==> src/rtl/video_pattern_source.sv <==
// Avalon-ST RGB565 test-frame generator: solid, colour bars, gradient, checkerboard.
// One packet per frame; config is latched at frame start so it is stable for a whole frame.
module video_pattern_source #(
    parameter int unsigned WIDTH  = 320,
    parameter int unsigned HEIGHT = 240
) (
    input  logic        clk,
    input  logic        reset,
    input  logic        enable,
    input  logic [1:0]  pattern_sel,
    input  logic [15:0] solid_color,
    output logic        source_valid_out,
    input  logic        source_ready_in,
    output logic [15:0] source_data_out,
    output logic        source_startofpacket_out,
    output logic        source_endofpacket_out,
    output logic        frame_done,
    output logic [15:0] frame_count
);

    localparam int unsigned XW      = $clog2(WIDTH);
    localparam int unsigned YW      = (HEIGHT > 1) ? $clog2(HEIGHT) : 1;
    localparam int unsigned BAR_LEN = WIDTH / 8;

    localparam logic [XW-1:0] X_LAST   = XW'(WIDTH - 1);
    localparam logic [YW-1:0] Y_LAST   = YW'(HEIGHT - 1);
    localparam logic [XW-1:0] BAR_LAST = XW'(BAR_LEN - 1);

    typedef enum logic [1:0] {StIdle, StStart, StStream} state_t;

    state_t        r_state;
    logic [XW-1:0] r_x;
    logic [YW-1:0] r_y;
    logic [2:0]    r_bar;
    logic [XW-1:0] r_bpos;   // column within the current colour bar
    logic [1:0]    r_pat;
    logic [15:0]   r_col;
    logic          r_valid;
    logic [15:0]   r_data;
    logic          r_sop;
    logic          r_eop;
    logic          r_frame_done;
    logic [15:0]   r_frame_count;

    logic          w_xfer;
    logic          w_last;
    logic [15:0]   w_fc_inc;
    logic [XW-1:0] w_nx;
    logic [YW-1:0] w_ny;
    logic [2:0]    w_nbar;
    logic [XW-1:0] w_nbpos;

    function automatic logic [15:0] f_bar_color(input logic [2:0] bar);
        logic [15:0] c;
        unique case (bar)
            3'd0:    c = 16'hFFFF;
            3'd1:    c = 16'hFFE0;
            3'd2:    c = 16'h07FF;
            3'd3:    c = 16'h07E0;
            3'd4:    c = 16'hF81F;
            3'd5:    c = 16'hF800;
            3'd6:    c = 16'h001F;
            default: c = 16'h0000;
        endcase
        return c;
    endfunction

    function automatic logic [15:0] f_pixel(input logic [1:0]    pat,
                                            input logic [15:0]   col,
                                            input logic [XW-1:0] x,
                                            input logic [YW-1:0] y,
                                            input logic [2:0]    bar,
                                            input logic [4:0]    fc5);
        logic [4:0]  x5;
        logic [5:0]  y6;
        logic [15:0] p;
        x5 = 5'(x);
        y6 = 6'(y);
        unique case (pat)
            2'b00:   p = col;
            2'b01:   p = f_bar_color(bar);
            2'b10:   p = {x5, y6, fc5};
            default: p = (x5[3] ^ y6[3]) ? 16'hFFFF : 16'h0000;
        endcase
        return p;
    endfunction

    assign w_xfer   = r_valid & source_ready_in;
    assign w_last   = (r_x == X_LAST) && (r_y == Y_LAST);
    assign w_fc_inc = r_frame_count + 16'd1;

    // Raster position of the pixel following the current one (only used when not last).
    always_comb begin
        w_nx    = r_x + XW'(1);
        w_ny    = r_y;
        w_nbar  = r_bar;
        w_nbpos = r_bpos + XW'(1);
        if (r_x == X_LAST) begin
            w_nx    = '0;
            w_ny    = r_y + YW'(1);
            w_nbar  = '0;
            w_nbpos = '0;
        end else if (r_bpos == BAR_LAST) begin
            w_nbar  = r_bar + 3'd1;
            w_nbpos = '0;
        end
    end

    // Frame FSM with registered stream outputs; outputs only move on a transfer.
    always_ff @(posedge clk or negedge reset) begin
        if (!reset) begin
            r_state       <= StIdle;
            r_x           <= '0;
            r_y           <= '0;
            r_bar         <= '0;
            r_bpos        <= '0;
            r_pat         <= '0;
            r_col         <= '0;
            r_valid       <= 1'b0;
            r_data        <= '0;
            r_sop         <= 1'b0;
            r_eop         <= 1'b0;
            r_frame_done  <= 1'b0;
            r_frame_count <= '0;
        end else begin
            r_frame_done <= 1'b0;
            unique case (r_state)
                StIdle: begin
                    if (enable) r_state <= StStart;
                end
                StStart: begin
                    r_pat   <= pattern_sel;
                    r_col   <= solid_color;
                    r_x     <= '0;
                    r_y     <= '0;
                    r_bar   <= '0;
                    r_bpos  <= '0;
                    r_valid <= 1'b1;
                    r_data  <= f_pixel(pattern_sel, solid_color, '0, '0, 3'd0,
                                       r_frame_count[4:0]);
                    r_sop   <= 1'b1;
                    r_eop   <= 1'b0;
                    r_state <= StStream;
                end
                StStream: begin
                    if (w_xfer) begin
                        if (w_last) begin
                            r_frame_done  <= 1'b1;
                            r_frame_count <= w_fc_inc;
                            r_x           <= '0;
                            r_y           <= '0;
                            r_bar         <= '0;
                            r_bpos        <= '0;
                            r_eop         <= 1'b0;
                            if (enable) begin
                                // Back-to-back frame: relatch config, present (0,0) now.
                                r_pat  <= pattern_sel;
                                r_col  <= solid_color;
                                r_data <= f_pixel(pattern_sel, solid_color, '0, '0, 3'd0,
                                                  w_fc_inc[4:0]);
                                r_sop  <= 1'b1;
                            end else begin
                                r_valid <= 1'b0;
                                r_data  <= '0;
                                r_sop   <= 1'b0;
                                r_state <= StIdle;
                            end
                        end else begin
                            r_x    <= w_nx;
                            r_y    <= w_ny;
                            r_bar  <= w_nbar;
                            r_bpos <= w_nbpos;
                            r_data <= f_pixel(r_pat, r_col, w_nx, w_ny, w_nbar,
                                              r_frame_count[4:0]);
                            r_sop  <= 1'b0;
                            r_eop  <= (w_nx == X_LAST) && (w_ny == Y_LAST);
                        end
                    end
                end
                default: r_state <= StIdle;
            endcase
        end
    end

    assign source_valid_out         = r_valid;
    assign source_data_out          = r_data;
    assign source_startofpacket_out = r_sop;
    assign source_endofpacket_out   = r_eop;
    assign frame_done               = r_frame_done;
    assign frame_count              = r_frame_count;

endmodule

==> config.mk <==
export PLATFORM = sky130hd
export DESIGN_NAME = video_pattern_source
export DESIGN_NICKNAME = d
export VERILOG_FILES = /design/src/rtl/video_pattern_source.sv
export SDC_FILE = /design/constraint.sdc
export NUM_CORES = 1
export LEC_CHECK = 0
export BUFFER_PORTS_ARGS = -buffer_cell sky130_fd_sc_hd__buf_2
export CAP_MARGIN = 20
export CORE_ASPECT_RATIO = 0.5
export CORE_MARGIN = 2
export CORE_UTILIZATION = 55
export DETAILED_ROUTE_END_ITERATION = 10
export PLACE_DENSITY = 0.74
export SYNTH_ARGS = -nofsm -noshare
export SYNTH_HDL_FRONTEND = slang
export SYNTH_SLANG_ARGS = --single-unit
==> constraint.sdc <==
create_clock -name clk -period 4.4 [get_ports clk]
set_input_delay 0.44 -clock clk [delete_from_list [all_inputs] [get_ports clk]]
set_output_delay 0.44 -clock clk [all_outputs]
set_load 0.05 [all_outputs]
==> impl_metrics.py <==
metrics = {
    "timing": {
        "hold_viol": 13,
        "finalCriticalPeriod_ns": 2.74,
        "min_period_over_period_pct": 62.2,
        "rsz0062_at_grt": "no",
        "fmax_ghz": 0.365,
        "finalWorstSetupSlack_ns": 1.66,
        "hold_ws_ns": -0.0102,
        "setup_tns_ns": 0,
        "relSlewSlack_pct": 35.1,
        "skew_ns": 0.0117,
        "finalSetupViolations": 0,
        "worst_pin_slew_ns": 0.971,
        "final_max_slew_viol_count": 0,
    },
    "yosys": {
        "syn_area_um2": 4780,
        "yosysSeqAreaShare_pct": 44.5,
        "synth_mux_area_share_pct": 7.33,
        "yosys.area_share.adder_pct": 1.57,
        "synthesis.nets": 522,
        "synth.top_cell.area_share_pct": 44.5,
        "ys_ff_latch": 85,
        "synth_top_family_by_area": "simple AND/OR/NAND/NOR gates",
        "avgSynthCellArea_um2": 9.68,
        "synth_compound_area_share_pct": 16.5,
        "synth.largest_area_cell": "dfrtp_1",
        "yosysUniqueCellTypes": 67,
        "synth_xor_area_share_pct": 6.78,
        "synth_edf_count": 0,
        "async_flop_share_pct": 100,
        "synth-simple-area-share_pct": 20.2,
        "ys_warn_count": 0,
        "synthCells": 494,
        "synthTopCellsByArea": "dfrtp_1 (45%), o21ai_0 (5.1%), nand2_1 (4.6%), xnor2_1 (3.8%), nor2_1 (3.1%)",
        "synth_flop_cell": "dfrtp_1",
    },
    "clock_network": {
        "cts_root_buf": "clkbuf_16",
        "htreeDepth": 3,
        "cts-hold-fix-buffers": 0,
        "clk-insertion-delay-late_ns": 0.35,
        "cts_resized": 0,
        "cts_buffers": 9,
        "clk_pin_slew_ns": 0.07,
        "post-cts-setup-buffer-count": 0,
        "cts.sinks": 85,
        "clock_tree.buffer_depth": 2,
        "cts_tree": "done",
    },
    "worst_setup_path": {
        "setup.worst_path.class": "register to register",
        "reg2reg_from": "r_state[0]",
        "cp_max_fo": 28,
        "endpoint": "source_data_out[15]",
        "r2r_end": "source_data_out[15]",
        "worstSetupStartpoint": "r_state[0]",
        "arrival_ns": 3.01,
        "r2r_cells": 5,
        "reg2reg_slack_ns": 1.66,
        "worst_setup_path_start_kind": "register",
        "end_kind": "register",
        "cp.required_ns": 4.67,
    },
    "global_route": {
        "grt_pass1_wl_um": 19400,
        "grt_overflow": 0,
        "grt_use_total_pct": 26.1,
        "grt_max_degree": 86,
        "antenna_found_initial": 0,
        "grt_pass1_vias": 3884,
    },
    "floorplanning": {
        "die_w_um": 136,
        "die_area_um2": 9500,
        "num_io_pins": 58,
        "dieHeight_um": 69.9,
        "start_util_pct": 58.3,
        "rows": 23,
        "core_area_um2": 8200,
    },
    "pwr": {
        "power_density_nw_per_um2": 579,
        "leakagePower_uw": 0.00246,
        "ir_drop_mv": 0.315,
    },
    "final_layout": {
        "finalNetCount": 571,
        "final_common_cell": "dfrtp_1",
        "post-route-util_pct": 66.1,
        "mostFrequentLayoutCells": "dfrtp_1 (85), nand2_1 (58), buf_2 (56)",
        "n_antenna_cell": 0,
        "n_fill_cell": 701,
        "syn2layout_area_growth_pct": 13.5,
        "layout-drive-gt1-share_pct": 20.4,
    },
    "routing": {
        "final_antenna_net_count": 0,
        "vias_per_cell": 6.04,
        "routed_wl_um": 11600,
        "drtIter0Drc": 234,
        "num_vias": 3986,
        "route.detailed.drc": 0,
        "wl_per_cell_um": 17.5,
        "drt-pass1-iter-count": 5,
    },
    "placed_design": {
        "place_ws_ns": 1.75,
        "portBuffers": 57,
        "place.gp.congestion": 0.830,
        "hpwl_um": 8030,
    },
    "hold_path": {
        "hp-class": "input port to async pin",
    },
    "status": {
        "violations": "negative hold slack",
        "run_status": "finished, violations left",
    },
    "flow_run": {
        "max-cap-violations": 0,
    },
}
stage by stage:
stage | instances | power, uW | hold slack (ns) | cell area [um^2]
floorplan | 494 | 2090 | 0.144 | 4780
global placement | 643 | 2390 | 0.452 | 5110
detailed placement | 643 | 2420 | 0.460 | 5110
CTS | 659 | 3150 | 0.326 | 5400
global route | 660 | 3320 | 0.00933 | 5420
finish | 660 | 3140 | -0.0102 | 5420
critical path: stages (launching register included):
cell	delay [ns]
dfrtp_1	0.42
nand4b_2	0.59
nand2_1	0.93
and2_0	0.42
o21ai_0	0.17
nand3b_1	0.12
cell families (layout without fill, tap and decap cells):
| family | Yosys count | in the layout |
|---|---|---|
| simple gates | 180 | 180 |
| buf+inv | 32 | 86 |
| fa+ha+maj | 6 | 6 |
| compound gates | 125 | 125 |
| xor+xnor | 37 | 37 |
| mux | 29 | 29 |
| flops | 85 | 85 |
layout make-up:
type                       instances  area [um^2]  share of cell area, %
clock inverter                     7         57.6                   1.06
inverter                          10         37.5                  0.692
timing repair buffer              60          330                   6.09
sequential                        85         2130                   39.2
clock buffer                       9          225                   4.15
multi-input combinational        377         2510                   46.2
tap                              112          140                   2.58
worst min-delay path by stage:
| stage | depth (start not counted) | startpoint | end |
|---|---|---|---|
| detailed placement | 1 | frame_count[15] | frame_count[15] |
| floorplan | 0 | reset | frame_count[0] |
| CTS | 1 | reset | frame_count[15] |
| global route | 1 | reset | frame_count[13] |
| global placement | 1 | frame_count[15] | frame_count[15] |
| finish | 1 | reset | frame_count[15] |
cell usage after synthesis (3+ instances only):
master and instances:
a211oi_1 4, a21oi_1 15, a22o_1 6, a22oi_1 7
a31oi_1 6, and3_1 7, and4_1 3, and4b_1 3
buf_6 3, clkbuf_1 15, dfrtp_1 85, ha_1 6
inv_1 10, mux2_2 12, mux2_4 9, mux2i_1 8
nand2_1 58, nand2b_1 5, nand3_1 21, nand3b_1 5
nand4_1 4, nor2_1 40, nor2b_1 5, nor3_1 6
o21a_1 3, o21ai_0 49, o21ai_1 6, o221ai_1 3
o22ai_1 5, o31ai_1 4, xnor2_1 21, xor2_1 16
power breakdown:
| group | leakage, uW | switching, uW | internal (uW) |
|---|---|---|---|
| Sequential | 0.00109 | 178 | 979 |
| Combinational | 0.00124 | 817 | 446 |
| Clock | 0.000129 | 331 | 389 |
flip-flops by register name (all words and copies together) (netlist names):
name                      cells
r_state                       2
r_bpos                        9
source_data_out              16
r_x                           9
r_y                           8
r_col                        16
r_pat                         2
source_endofpacket_out        1
frame_count                  16
source_valid_out              1
frame_done                    1
source_startofpacket_out      1
r_bar                         3
metal layers:
layer,routed length (um),vias up,GRT usage [%]
met3,652,16,6.46
met4,175,0,7.29
li1,-,1880,-
met2,5260,113,40.2
met5,0,-,0
met1,5470,1977,36.8
No activity file was read; power rests on OpenSTA's default activity.
